**src/rtl/button_debouncer_pkg.sv**
```systemverilog
// Shared debounce constants and the counter-width helper used by every channel.
package button_debouncer_pkg;

    localparam int DEBOUNCE_CYCLES_DEFAULT = 4;
    // Board build: 10 ms hold time at a 50 MHz system clock.
    localparam int BOARD_DEBOUNCE_CYCLES   = 500000;

    function automatic int cnt_width(input int cycles);
        return (cycles <= 2) ? 1 : $clog2(cycles);
    endfunction

endpackage

```
**src/rtl/button_debouncer_channel.sv**
```systemverilog
// One debounced input: 2-FF synchroniser, stability counter, level register and edge pulses.
module button_debouncer_channel
    import button_debouncer_pkg::*;
#(
    parameter int   DEBOUNCE_CYCLES = DEBOUNCE_CYCLES_DEFAULT,
    parameter logic RESET_LEVEL     = 1'b0
) (
    input  logic clk,
    input  logic rst,
    input  logic btn_i,
    output logic level_o,
    output logic rise_o,
    output logic fall_o
);

    localparam int             CNT_W    = cnt_width(DEBOUNCE_CYCLES);
    localparam logic [CNT_W-1:0] CNT_LAST = CNT_W'(DEBOUNCE_CYCLES - 1);

    logic             s1;
    logic             s2;
    logic [CNT_W-1:0] cnt;

    always_ff @(posedge clk) begin
        if (rst) begin
            s1      <= RESET_LEVEL;
            s2      <= RESET_LEVEL;
            level_o <= RESET_LEVEL;
            cnt     <= '0;
            rise_o  <= 1'b0;
            fall_o  <= 1'b0;
        end else begin
            s1 <= btn_i;
            s2 <= s1;
            if (s2 == level_o) begin
                cnt    <= '0;
                rise_o <= 1'b0;
                fall_o <= 1'b0;
            end else if (cnt == CNT_LAST) begin
                // New value held long enough: commit it and flag the edge.
                level_o <= s2;
                cnt     <= '0;
                rise_o  <= s2;
                fall_o  <= ~s2;
            end else begin
                cnt    <= cnt + CNT_W'(1);
                rise_o <= 1'b0;
                fall_o <= 1'b0;
            end
        end
    end

endmodule

```
**src/rtl/button_debouncer.sv**
```systemverilog
// Debounces N_CH independent raw button/switch inputs for the gate exercise inputs.
module button_debouncer
    import button_debouncer_pkg::*;
#(
    parameter int   N_CH            = 2,
    parameter int   DEBOUNCE_CYCLES = DEBOUNCE_CYCLES_DEFAULT,
    parameter logic RESET_LEVEL     = 1'b0
) (
    input  logic            clk,
    input  logic            rst,
    input  logic [N_CH-1:0] btn_i,
    output logic [N_CH-1:0] level_o,
    output logic [N_CH-1:0] rise_o,
    output logic [N_CH-1:0] fall_o
);

    for (genvar g = 0; g < N_CH; g++) begin : g_ch
        button_debouncer_channel #(
            .DEBOUNCE_CYCLES (DEBOUNCE_CYCLES),
            .RESET_LEVEL     (RESET_LEVEL)
        ) u_channel (
            .clk     (clk),
            .rst     (rst),
            .btn_i   (btn_i[g]),
            .level_o (level_o[g]),
            .rise_o  (rise_o[g]),
            .fall_o  (fall_o[g])
        );
    end

endmodule

```
**config.mk**
```make
export PLATFORM = sky130hd
export DESIGN_NAME = button_debouncer
export DESIGN_NICKNAME = d
export VERILOG_FILES = /design/src/rtl/button_debouncer_pkg.sv /design/src/rtl/button_debouncer_channel.sv /design/src/rtl/button_debouncer.sv
export SDC_FILE = /design/constraint.sdc
export NUM_CORES = 1
export LEC_CHECK = 0
export ABC_CLOCK_PERIOD_IN_PS = 2050
export CORE_AREA = 10 10 47 49
export CTS_BUF_LIST = sky130_fd_sc_hd__clkbuf_16
export DETAILED_ROUTE_END_ITERATION = 10
export DIE_AREA = 0 0 57 59
export DONT_BUFFER_PORTS = 1
export PLACE_DENSITY = 0.59
export REMOVE_ABC_BUFFERS = 1
export SYNTH_ARGS = -nofsm -noshare
export SYNTH_HDL_FRONTEND = slang
export SYNTH_HIERARCHICAL = 1
export SYNTH_SLANG_ARGS = --single-unit
```
**constraint.sdc**
```tcl
create_clock -name clk -period 2.05 [get_ports clk]
set_clock_uncertainty 0.05 [all_clocks]
set_input_delay 0.1025 -clock clk [delete_from_list [all_inputs] [get_ports clk]]
set_output_delay 0.1025 -clock clk [all_outputs]
set_load 0.05 [all_outputs]
```
Word level (Yosys, flattened, before mapping) --
Index checks and enable logic that the tools add are counted. W data, S select, Z words.
Cells by class: $add $sub $neg 2, multipliers 0, divide/modulo/power cells 0, $lt $le $gt $ge 0, eq/ne operators 4, shift operators 0, multiplexer cells 0, bitwise operators 6, reduce and logical (&&, ||, !) cells 6
Operators by type and width (count):
- $reduce_or A3 Y1 | 4
- $not A1 Y1 | 6
- $add A2 B1 Y2 const B | 2
- $eq A2 B2 Y1 const B | 2
- $reduce_and A2 Y1 | 2
- $eq A1 B1 Y1 | 2
Word-level totals: flip-flop bits (word level) 14, latch bits 0, bits in writable memories 0, bits in read-only memories 0, bits of input ports 4, output and inout port bits 6, word-level logic and storage cells 30, memories 0

Longest topological paths before layout --
depth after elaboration 3, mapped depth 3

Modules after synthesis --
Netlist, hierarchy kept.
By module, submodules not included:
- button_debouncer_channel | instances 2, cells an instance 17, area each 234.0 µm², sequential area each 140.1 µm²

Worst setup path after synthesis --
Ideal clock, no wire load.
kind register to register, start point register g_ch[0].u_channel.level_o, end point register g_ch[0].u_channel.cnt[1], arrival time 1.038 ns, data required time 1.913 ns, setup slack 0.874 ns, cell stages (with the launch flop) 3, buffers on the path 0, path through dfxtp_1 -> xnor2_1 -> nor4b_2
Between the ends: cells in the longest elaborated chain, start to end 2
RTL lines:
- start: declaration | line button_debouncer_channel.sv:11 | output logic level_o,
- start signal: assignment | line button_debouncer_channel.sv:27 | level_o <= RESET_LEVEL;
- start signal: assignment | line button_debouncer_channel.sv:40 | level_o <= s2;
- $eq A1 B1 Y1 | line button_debouncer_channel.sv:34 | if (s2 == level_o) begin
- $reduce_or A3 Y1 (no source line)
- end signal: assignment | line button_debouncer_channel.sv:45 | cnt <= cnt + CNT_W'(1);
- end: declaration | line button_debouncer_channel.sv:21 | logic [CNT_W-1:0] cnt;
Every way passes these cells. A chain may end at the register's enable or synchronous reset.

Worst setup path after layout --
start point register g_ch[1].u_channel.cnt[0], end point register g_ch[1].u_channel.level_o
Between the ends: cells in the longest elaborated chain, start to end 2
RTL lines:
- start: declaration | line button_debouncer_channel.sv:21
- start signal: assignment | line button_debouncer_channel.sv:45
- $eq A2 B2 Y1 | line button_debouncer_channel.sv:38 | end else if (cnt == CNT_LAST) begin
- $reduce_and A2 Y1 (no source line)
- end signal: assignment | line button_debouncer_channel.sv:27
- end signal: assignment | line button_debouncer_channel.sv:40
- end: declaration | line button_debouncer_channel.sv:11
Every way passes these cells.

==> run summary <==
The run finished with clean final reports. Root cell of the clock tree: sky130_fd_sc_hd__clkbuf_16. The final net count is 50, and the clock input transition at the sequential cells of the worst setup and hold paths is 40 ps. Cells fill 43.4% of the core in the end. The congestion estimate from routability-driven global placement came to 0.649.

Max-slew violation count: 0. The path with the worst hold slack has its endpoint at g_ch[1].u_channel/rise_o$_SDFF_PP0_. The remaining routing DRC violations came out at 0. The peak fanout along the critical path was 5.

VDD sags by at most 0.666 mV. STA classifies the critical path endpoint as a register. 10 I/O pins were placed.

The kind of critical path was register to register. The tools report the total number of H-tree levels as 1. The run gives 9 as the number of distinct standard cells referenced by the synthesized netlist. In this run the most critical hold path is launched from rst. The signal on the critical path passes through ha_1 > mux2i_1 > nor2_1. The total setup buffers inserted after CTS was 0. The run gives 9.92% as the met2 routing resource usage after global routing. The class of the tightest hold or removal check was input port to register. The floorplan has 14 rows. The tools report the worst flop-to-flop path startpoint as g_ch[1].u_channel/cnt[0]$_SDFF_PP0_.

The run gives 0 as the total grt overflow. TritonCTS built the clock tree. The ratio of final minimum period to clock period is 50.1%, and the number of violations of the max-capacitance limit is 0. The layer flagged by global routing as most heavily used is met2. For the first-pass GRT wire length, the log shows 1550 um.

The hold violation count in the final report was 0. The slew of the pin with the lowest slew margin is 500 ps. For this run, global-route usage on met3 was measured as 2.36%. The critical register-to-register path endpoint was g_ch[1].u_channel/level_o$_SDFFE_PP0P_. For the final antenna-violating net count, the log shows 0.

The run gives 230 ps as the clock insertion delay at the later pin of the skew report. From bottom edge to top edge, the die measures 59 um. After the first detailed-routing iteration, the DRC count stood at 0. Wires add up to 809 um.

The TritonCTS sink count was 14; the endpoint required time on the critical path was 2110 ps. The number of diodes added for antenna fixing is 0, and the total vias in the final route is 278. Dividing the detail-routed wire length by the instance count gives 13.9 um.

Clock tree synthesis inserted a total of 3 buffers. The most common library cell in the layout ignoring fill and taps is sky130_fd_sc_hd__dfxtp_1. The leakage component of the power is 0.000232 uW. The initial utilization of the core area, before any placement, comes to 33.4%. After routing the design area is 608 um^2. The via count of the first global-routing pass is 325, and the time the worst path needs with I/O delays and setup is 1030 ps. The largest individual stage delay along the critical path comes from the cell sky130_fd_sc_hd__dfxtp_1. The mapped netlist covers 468 um^2. The number of vias per cell is 4.79, and the count of final setup violators is 0. The maximum number of pins on one net before global-route repair was 11. The setup check on the worst reg-to-reg path leaves a slack of 1020 ps. The count of filler cells inserted in the layout was 138. For the initial antenna violation count, the log shows 0.

The fraction of met1 tracks used by global routing came out at 5.73%. The logs give 1 for the count of TritonRoute iterations in the first routing pass and 34 for the cell count after synthesis. Largest stage delay on the critical path: 330 ps. The area growth from synthesis to layout is 29.9%. Data arrives at the worst endpoint at 1090 ps. Setup repair after global routing left no endpoint under its margin. The total placed instance area is 503 um^2, and the mean instance size in the synthesized netlist is 13.8 um^2. Global routing consumed, over all layers together, 5.71% of the routing resources.

The library cells used most frequently in the layout, excluding fill and tap cells, are sky130_fd_sc_hd__dfxtp_1, sky130_fd_sc_hd__nor2b_1, sky130_fd_sc_hd__and4bb_2, sky130_fd_sc_hd__clkbuf_16, sky130_fd_sc_hd__dlygate4sd3_1. The total power divided by cell area is 1060 nW/um^2, and the maximum count of clock buffers along a single path is 2. Summed over all failing endpoints, the final setup total negative slack is 0 ps.

For this run, the top clock speed supported by timing is 974 MHz. Measured against its own limit, the worst slew margin works out to 66.6%. Once detailed placement completed, the half-perimeter wirelength came to 547 um. The count of cells along the worst register-to-register path was 3. After synthesis, flip-flops and latches occupy 59.9% of the total area. The ratio of cells with drive above 1 in the final layout came out at 26.2%. The number of input and output port buffers inserted came out at 0.

Die width: 57 um. The number of register bits inferred by synthesis came out at 14. The die footprint is 3360 um^2, and the number of warning messages in the yosys log is 6. The number of cells on the worst hold path was 1; the core box area was 1400 um^2.

STA classifies the critical path startpoint as a register.
[cell families after synthesis]
| group | after synthesis | synth area share [%] |
|---|---|---|
| muxes | 2 | 4.28 |
| xor gates and xnor gates | 2 | 3.74 |
| DFF | 14 | 59.9 |
| adders and majority gates | 2 | 5.35 |
| and+or+nand+nor | 14 | 26.7 |
[per-stage QoR]
stage	hold WS (ps)	setup slack [ps]	total power, uW	instances
after floorplan	124	874	292	34
after global placement	126	1080	293	52
after detailed placement	129	1030	293	52
after CTS	76.3	1000	649	58
after global routing	75.6	925	670	58
final	78.9	1020	644	58
[Yosys cell counts]
cell / number / area (um^2)
sky130_fd_sc_hd__nor2b_1: 4 / 25.0
sky130_fd_sc_hd__nor4b_2: 2 / 30.0
sky130_fd_sc_hd__dfxtp_1: 14 / 280
sky130_fd_sc_hd__mux2i_1: 2 / 20.0
sky130_fd_sc_hd__nor4_1: 2 / 12.5
sky130_fd_sc_hd__ha_1: 2 / 25.0
sky130_fd_sc_hd__nor2_1: 2 / 7.51
sky130_fd_sc_hd__and4bb_2: 4 / 50.1
sky130_fd_sc_hd__xnor2_1: 2 / 17.5
[layer usage]
layer  wire length, um  share of wire [%]
met1               331                 41
met2               437                 54
met3                40                4.9
met4                 0                  0
met5                 0                  0
[layout make-up]
cell class	count	area, um^2	area share (%)
flip-flops and latches	14	280	46.1
multi-input cells	20	188	30.9
clock buffers	3	75.1	12.3
repair buffers	5	45.0	7.41
well taps	16	20.0	3.29
[flip-flops by register name, summed over array words and instances (netlist names)]
name / cells
g_ch.u_channel/level_o: 2
g_ch.u_channel/s2: 2
g_ch.u_channel/s1: 2
g_ch.u_channel/rise_o: 2
g_ch.u_channel/cnt: 4
g_ch.u_channel/fall_o: 2
[worst max-delay path by stage]
stage               slack, ps  cells after the start                                      to                              startpoint
floorplan                 870                      2     g_ch[0].u_channel/cnt[1]$_SDFF_PP0_  g_ch[0].u_channel/level_o$_SDFFE_PP0P_
global placement         1080                      3  g_ch[1].u_channel/level_o$_SDFFE_PP0P_     g_ch[1].u_channel/cnt[0]$_SDFF_PP0_
detailed placement       1030                      3  g_ch[0].u_channel/level_o$_SDFFE_PP0P_     g_ch[0].u_channel/cnt[0]$_SDFF_PP0_
CTS                      1000                      3  g_ch[1].u_channel/level_o$_SDFFE_PP0P_     g_ch[1].u_channel/cnt[0]$_SDFF_PP0_
global route              930                      3  g_ch[0].u_channel/level_o$_SDFFE_PP0P_     g_ch[0].u_channel/cnt[0]$_SDFF_PP0_
finish                   1020                      3  g_ch[1].u_channel/level_o$_SDFFE_PP0P_     g_ch[1].u_channel/cnt[0]$_SDFF_PP0_
[critical path: cells and delay by family (launching register included)]
kind                     cells  cell delay (ps)
adder cells (fa/ha/maj)      1              260
multiplexers                 1              220
AND/OR/NAND/NOR              1               50
flip-flops                   1              330
[where the power goes]
part | leakage, uW | internal [uW] | total (uW) | switching (uW)
clock | 0.0000370 | 254 | 348 | 94.5
combinational | 0.0000809 | 9.15 | 15.2 | 6.02
sequential | 0.000114 | 278 | 281 | 2.71
total | 0.000232 | 541 | 644 | 103
[timing repair]
| action | CTS | global route |
|---|---|---|
| hold buffers | 3 | 0 |
| hold endpoints to repair | 10 | 0 |
| gates resized for setup | 0 | 0 |
Note: power is estimated with default switching activity, not from simulation.
